[src/rtl/fetch_unit.sv]
// Instruction fetch front end: owns the fetch PC, reads instruction words over
// the iREN/ihit handshake, holds each word for decode behind a valid/ready
// handshake, applies downstream redirects and stops for good after HALT.
module fetch_unit #(
  parameter logic [31:0] PC_INIT = 32'h0000_0000
) (
  input  logic        CLK,
  input  logic        RST,
  output logic        imemREN,
  output logic [31:0] imemaddr,
  input  logic        ihit,
  input  logic [31:0] imemload,
  output logic [31:0] instr,
  output logic [31:0] instr_pc,
  output logic [31:0] instr_npc,
  output logic        instr_valid,
  input  logic        instr_ready,
  input  logic        redirect_valid,
  input  logic [31:0] redirect_pc,
  input  logic        halt,
  output logic        halted,
  output logic [31:0] retired
);

  typedef enum logic [1:0] {
    FETCH  = 2'd0,
    HOLD   = 2'd1,
    HALTED = 2'd2
  } state_e;

  state_e      state_q,     state_d;
  logic [31:0] fetch_pc_q,  fetch_pc_d;
  logic [31:0] instr_q,     instr_d;
  logic [31:0] instr_pc_q,  instr_pc_d;
  logic [31:0] instr_npc_q, instr_npc_d;
  logic        halted_q,    halted_d;
  logic [31:0] retired_q,   retired_d;

  logic        accept;
  logic [31:0] redirect_tgt;
  logic [31:0] fetch_pc_inc;

  // Redirect targets are word aligned; the low two bits are discarded.
  assign redirect_tgt = redirect_pc & 32'hFFFF_FFFC;
  // Wraps modulo 2^32 naturally through the 32-bit result width.
  assign fetch_pc_inc = fetch_pc_q + 32'd4;
  assign accept       = (state_q == HOLD) && instr_ready;

  // Next-state and register updates; halt beats redirect, redirect beats ihit/accept.
  always_comb begin
    // NOTE: every variable gets a default first so no path can infer a latch.
    state_d     = state_q;
    fetch_pc_d  = fetch_pc_q;
    instr_d     = instr_q;
    instr_pc_d  = instr_pc_q;
    instr_npc_d = instr_npc_q;
    halted_d    = halted_q;
    retired_d   = retired_q;

    unique case (state_q)
      FETCH: begin
        if (redirect_valid) begin
          // Any word returning this cycle belongs to the squashed path.
          fetch_pc_d = redirect_tgt;
        end else if (ihit) begin
          instr_d     = imemload;
          instr_pc_d  = fetch_pc_q;
          instr_npc_d = fetch_pc_inc;
          fetch_pc_d  = fetch_pc_inc;
          state_d     = HOLD;
        end
      end
      HOLD: begin
        if (accept) begin
          retired_d = retired_q + 32'd1;
        end
        if (accept && halt) begin
          state_d  = HALTED;
          halted_d = 1'b1;
        end else if (redirect_valid) begin
          fetch_pc_d = redirect_tgt;
          state_d    = FETCH;
        end else if (accept) begin
          state_d = FETCH;
        end
      end
      HALTED: begin
        // Terminal until reset; all inputs ignored.
      end
      default: begin
        state_d = FETCH;
      end
    endcase
  end

  // State register with synchronous active-high reset.
  always_ff @(posedge CLK) begin
    // NOTE: sequential state uses non-blocking assignments so every register
    // samples the pre-edge values regardless of statement order.
    if (RST) begin
      state_q     <= FETCH;
      fetch_pc_q  <= PC_INIT;
      instr_q     <= 32'd0;
      instr_pc_q  <= 32'd0;
      instr_npc_q <= 32'd4;
      halted_q    <= 1'b0;
      retired_q   <= 32'd0;
    end else begin
      state_q     <= state_d;
      fetch_pc_q  <= fetch_pc_d;
      instr_q     <= instr_d;
      instr_pc_q  <= instr_pc_d;
      instr_npc_q <= instr_npc_d;
      halted_q    <= halted_d;
      retired_q   <= retired_d;
    end
  end

  assign imemREN     = (state_q == FETCH);
  assign imemaddr    = fetch_pc_q;
  assign instr_valid = (state_q == HOLD);
  assign instr       = instr_q;
  assign instr_pc    = instr_pc_q;
  assign instr_npc   = instr_npc_q;
  assign halted      = halted_q;
  assign retired     = retired_q;

endmodule

[config.mk]
export PLATFORM = sky130hd
export DESIGN_NAME = fetch_unit
export DESIGN_NICKNAME = d
export VERILOG_FILES = /design/src/rtl/fetch_unit.sv
export SDC_FILE = /design/constraint.sdc
export NUM_CORES = 1
export LEC_CHECK = 0
export CELL_PAD_IN_SITES_DETAIL_PLACEMENT = 0
export CELL_PAD_IN_SITES_GLOBAL_PLACEMENT = 1
export CORE_MARGIN = 10
export CORE_UTILIZATION = 33
export DETAILED_ROUTE_END_ITERATION = 8
export PLACE_DENSITY = 0.75
export SLEW_MARGIN = 20
export SYNTH_ARGS = -nofsm -noshare
export SYNTH_HDL_FRONTEND = slang
export SYNTH_SLANG_ARGS = --single-unit
[constraint.sdc]
create_clock -name CLK -period 2.34 [get_ports CLK]
set_input_delay 0.468 -clock CLK [delete_from_list [all_inputs] [get_ports CLK]]
set_output_delay 0.468 -clock CLK [all_outputs]
set_load 0.05 [all_outputs]
==> impl_metrics.tcl, run 1 <==
set metrics [dict create \
    cts-buffers-inserted 17 \
    cap_violations 0 \
    yosys.area_share.simple_pct 25.9 \
    cpMaxStageDelayCell "clkdlybuf4s50_1" \
    grt_first_pass_wirelength_um 39600 \
    root_buffer "clkbuf_16" \
    firstDrtPassIters 5 \
    worstPathBufferInverterCount 2 \
    grt_use_total_pct 17.5 \
    ys_seq_elements 157 \
    synthTopCellsByArea "dfxtp_1, nand2_1, a21oi_1, xor2_1, nor2_1" \
    fmax_mhz 440 \
    avgRoutedWirePerCell_um 17.8 \
    clock_latency_ns 0.43 \
    design_area_mm2 0.0105 \
    post-place-cells 1355 \
    grt_max_degree 80 \
    synthXorXnorAreaFrac_pct 6.97 \
    p_per_area_mw_per_mm2 676 \
    gp_congestion 0.828 \
    die-area_mm2 0.0280 \
    stdcell_count 1389 \
    synth_area_per_cell_um2 8.24 \
    path_clk_slew_ns 0.06 \
    synth_top_flop_cell "dfxtp_1" \
    drc 0 \
    end_kind "primary output" \
    yosysSeqAreaShare_pct 43.9 \
    relSlewSlack_pct 53.0 \
    vias_per_cell 4.95 \
    synth_top_area_share_pct 43.9 \
    area_growth_pct 46.9 \
    crit_path_max_incr_delay_ns 0.81 \
    worstPathArrival_ns 1.80 \
    netlist-cell-type-count 64 \
    post-route-period-util_pct 97.1 \
    synth_cells 869 \
    tightest_slew_ns 0.700 \
    die_y_um 167 \
    worst_ep_required_time_ns 1.87 \
    fin_setup_tns_ns 0 \
    finalSetupViolations 0 \
    yosysWarnings 0 \
    setup_ws_ns 0.0675 \
    finalNetCount 1172 \
    synth_top_family_by_area "simple AND/OR/NAND/NOR gates" \
    htreeDepth 4 \
    design.core.area_mm2 0.0212 \
    maxSlewViolCount 0 \
    grt_pass1_vias 6813 \
    via_count 6870 \
    async_reset_ff_share_pct 0 \
    cts.sinks 157 \
    crit_path_cell_trace "buf_4 > clkdlybuf4s50_1" \
    status "finished, final reports clean" \
    antenna_found_initial 3 \
    synth_commonest_cells "nand2_1, dfxtp_1, a21oi_1, nor2_1, o21ai_0" \
    yosys.area_share.adder_pct 0.349 \
    fin_crit_ns 2.27 \
    synth.most_common_cell "nand2_1" \
    hold_viol_final 0 \
    cts_tree "done" \
    synth_edf_count 0 \
    cp_top_family "buffers and inverters" \
    die_x_um 167 \
    dpl-instance-area_mm2 0.00990 \
    rr_worst_depth 5 \
    place_ws_ns 0.0650 \
    yosysTopAreaCell "dfxtp_1" \
    routed_wl_um 24700 \
    start_kind "flop" \
    drtIter0Drc 472 \
    overflow 0 \
    drtAntennaViolNets 0 \
    drive_above_1_share_pct 10.6 \
    rows 53 \
    io-pin-count 233 \
    p_leak_uw 0.00390 \
    synthMuxAreaShare_pct 0.279 \
    cts_max_path_buffers 2 \
    synth_compound_area_share_pct 16.6 \
    syn-cell-area_mm2 0.00716 \
    cp_num_cells 2 \
    rsz0062_at_grt "no" \
    port_buffers 224 \
    hold_buffers 0 \
    peakVddDrop_mv 0.470 \
    dp_hpwl_um 18100 \
    worstPathMaxFanout 5 \
    worstSetupPathType "flop to primary output" \
    start_util_pct 33.8 \
    min_path_type "primary input to flop" \
    final_core_util_pct 49.6 \
    holdPathStages 2 \
    skew_ns 0.0111 \
]
==> final timing paths <==
kind,start,to,slack (ns)
setup / recovery,imemaddr[12],imemaddr[12],0.07
hold reg to reg,instr[5],instr[5],0.45
setup reg to reg,imemaddr[20],imemaddr[31],0.20
hold / removal,RST,instr_pc[16],0.36
==> cells by family after synthesis <==
logic type | Yosys count
buf+inv | 79
flops | 157
fa+ha+maj | 2
simple gates | 370
compound gates | 201
xor+xnor | 57
mux | 2
other cells | 1
==> layer usage <==
| metal | track usage [%] | routed length [µm] | up-vias |
|---|---|---|---|
| met5 | 0 | 20 | - |
| met4 | 5.22 | 422 | 2 |
| met3 | 6.98 | 2090 | 27 |
| met2 | 27.6 | 11400 | 186 |
| met1 | 21.4 | 10800 | 3183 |
| li1 | - | - | 3472 |
==> repair_timing <==
action / 4_1_cts / 5_1_grt
pin swaps: 0 / 1
setup buffers: 0 / 1
resized for setup: 7 / 10
setup endpoints to repair: 7 / 11
==> registers in the layout, summed over array words and instances, names as in the netlist <==
name / cells
instr_npc: 30
halted: 1
state_q: 2
retired: 32
instr_pc: 30
imemaddr: 30
instr: 32
==> per-stage QoR <==
stage / hold WS, ns / total power [µW]
2_1_floorplan: 0.557 / 3820
3_3_place_gp: 0.439 / 4400
3_5_place_dp: 0.443 / 4400
4_1_cts: 0.332 / 7210
5_1_grt: 0.348 / 7410
6_report: 0.358 / 7110
==> layout make-up <==
type / count / area, µm²
Clock inverter: 12 / 138
Tap cell: 275 / 344
Sequential cell: 157 / 3140
Multi-Input combinational cell: 638 / 3630
Inverter: 6 / 22.5
Antenna cell: 1 / 2.50
Timing Repair Buffer: 280 / 2800
Clock buffer: 20 / 447
Fill cell: 2071 / 10700
==> layout by cell type (no fill, tap or decap), types with 11 or more instances in the layout <==
cell type / n
or3_1: 13
buf_12: 11
nand2_1: 161
clkbuf_16: 17
xnor2_1: 23
clkdlybuf4s50_1: 203
a31oi_1: 14
xor2_1: 34
o21ai_0: 41
buf_4: 51
dfxtp_1: 157
nand3_1: 39
a21oi_1: 100
nor2_1: 70
nand4_1: 20
==> power by group <==
part / switching (µW) / internal [µW] / total (µW)
registers: 117 / 2800 / 2910
logic: 885 / 527 / 1410
clock network: 1180 / 1610 / 2790
Note: power is estimated with default switching activity, not from simulation.
==> inputs of run 2 (changes only) <==
- CORE_UTILIZATION: 33 -> 36
- PLACE_DENSITY: 0.75 -> 0.82
- clock period: 2.34 -> 2.8 ns (I/O delays scaled with it)
==> run 2 against run 1 <==
  * Non-clock buffer count is 38 lower
  * Global-route usage is essentially flat
  * Register-to-register slack better by 0.46 ns
  * Critical endpoint is now imemREN
  * Largest power group unchanged
==> impl_metrics.tcl, run 2 (synthesis results as in run 1) <==
set metrics [dict create \
    antenna_found_initial 1 \
    avgRoutedWirePerCell_um 17.4 \
    end_kind "primary output" \
    rsz0062_at_grt "no" \
    root_buffer "clkbuf_16" \
    postCtsSetupBuffers 0 \
    seqPwrFrac_pct 41.4 \
    final_common_cell "clkdlybuf4s50_1" \
    worstPathBufferInverterCount 1 \
    maxSlewViolCount 0 \
    start_kind "flop" \
    design.core.area_mm2 0.0195 \
    finalPower_uw 5940 \
    via_count 6682 \
    cts_resized 0 \
    switching_share_pct 29.8 \
    die_y_um 161 \
    hold_viol_final 0 \
    clock_latency_ns 0.42 \
    relSlewSlack_pct 51.6 \
    crit_path_cell_trace "nor2_1 > clkdlybuf4s50_1" \
    dp_hpwl_um 16500 \
    peakVddDrop_mv 0.414 \
    port_buffers 224 \
    cts.sinks 157 \
    drive_above_1_share_pct 6.88 \
    overflow 0 \
    die-area_mm2 0.0259 \
    power.share.clock_pct 40.1 \
    final-seq-area_mm2 0.00314 \
    vias_per_cell 4.98 \
    finalSetupViolations 0 \
    multi_input_area_mm2 0.00362 \
    cpMaxStageDelayCell "clkdlybuf4s50_1" \
    grt_use_total_pct 17.5 \
    worstPathMaxFanout 8 \
    hold_buffers 0 \
    fin_setup_tns_ns 0 \
    routed_wl_um 23300 \
    p_per_area_mw_per_mm2 583 \
    start_util_pct 36.7 \
    die_x_um 161 \
    io-pin-count 233 \
    finalNetCount 1134 \
    drtIter0Drc 398 \
    grt_max_degree 138 \
    p_int_uw 4170 \
    tightest_slew_ns 0.726 \
    grt_pass1_vias 6434 \
    cts-buffers-inserted 17 \
    fin_crit_ns 2.47 \
    cts_tree "done" \
    fmax_mhz 405 \
    grt_first_pass_wirelength_um 37000 \
    post-route-period-util_pct 88.2 \
    final_cell_mix "clkdlybuf4s50_1, nand2_1, dfxtp_1" \
    p_comb_share_pct 18.4 \
    gp_congestion 0.784 \
    crit_path_max_incr_delay_ns 0.87 \
    min_path_type "flop to flop" \
    path_clk_slew_ns 0.06 \
    firstDrtPassIters 5 \
    cp_top_family "buffers and inverters" \
    rows 51 \
    worstSetupPathType "flop to primary output" \
    worst_ep_required_time_ns 2.24 \
    skew_ns 0.0154 \
    drtAntennaViolNets 0 \
    htreeDepth 4 \
    status "finished, final reports clean" \
    cap_violations 0 \
    drc 0 \
    p_leak_uw 0.00353 \
    area_growth_pct 42.1 \
    cts_max_path_buffers 2 \
    worstPathArrival_ns 1.91 \
    switching_power_uw 1770 \
    fillers 1891 \
]
-- run 2: changes by cell type in the layout (fill, tap and decap cells not counted), moves of 2 or more --
cell	before	now
clkinvlp_4	2	4
buf_12	11	7
dlygate4sd2_1	7	0
buf_4	51	13
clkdlybuf4s50_1	203	222
dlymetal6s2s_1	8	0
clkinv_4	4	2
-- run 2: path summary, 6_finish.rpt --
check                    start           end  slack [ns]  cells after the start
setup reg to reg   imemaddr[3]  imemaddr[12]        0.66                      6
hold / removal    instr_pc[18]  instr_pc[18]        0.45                      2
setup / recovery    state_q[1]       imemREN        0.33                      2
hold reg to reg   instr_pc[18]  instr_pc[18]        0.45                      2
-- run 2: layout make-up --
type / instances / share of cell area [%]
repair buffers: 242 / 24.2
flip-flops and latches: 157 / 30.9
clock inverters: 12 / 1.57
clock buffers: 20 / 4.39
inverters: 6 / 0.221
multi-input cells: 638 / 35.5
well taps: 265 / 3.26
diodes: 1 / 0.0246
-- run 2: power by group through the flow --
| stage | clock network, µW | registers [µW] | logic (µW) |
|---|---|---|---|
| finish | 2380 | 2460 | 1090 |
| global route | 2550 | 2480 | 1170 |
| CTS | 2460 | 2460 | 1100 |
| detailed placement | 0 | 2510 | 1100 |
| global placement | 0 | 2510 | 1100 |
| floorplan | 0 | 2810 | 377 |
-- run 2: metal layers --
metal  track usage [%]  wire (µm)  up-vias
met3              6.30       1890       21
met1              21.6      10100     3099
met2              28.1      11000      165
met4              5.09        348        0
met5                 0          0        -
li1                  -          -     3397
-- run 2: metrics by stage --
stage	cell area [µm²]	setup WS, ns	hold slack (ns)	std cells	util, %
after global routing	10200	0.231	0.472	1340	52.1
after floorplan	7180	0.636	0.557	874	-
after global placement	9570	0.328	0.441	1308	49.0
final	10200	0.330	0.452	1341	52.2
after detailed placement	9570	0.317	0.444	1308	49.0
after CTS	10200	0.283	0.454	1340	52.1
-- run 2: worst reg2reg max path, delay by kind of cell (launching register included) --
kind | cells | cell delay, ns
adder cells (fa/ha/maj) | 1 | 0.31
AO/OA/AOI/OAI | 2 | 0.36
AND/OR/NAND/NOR | 3 | 0.93
flip-flops | 1 | 0.44
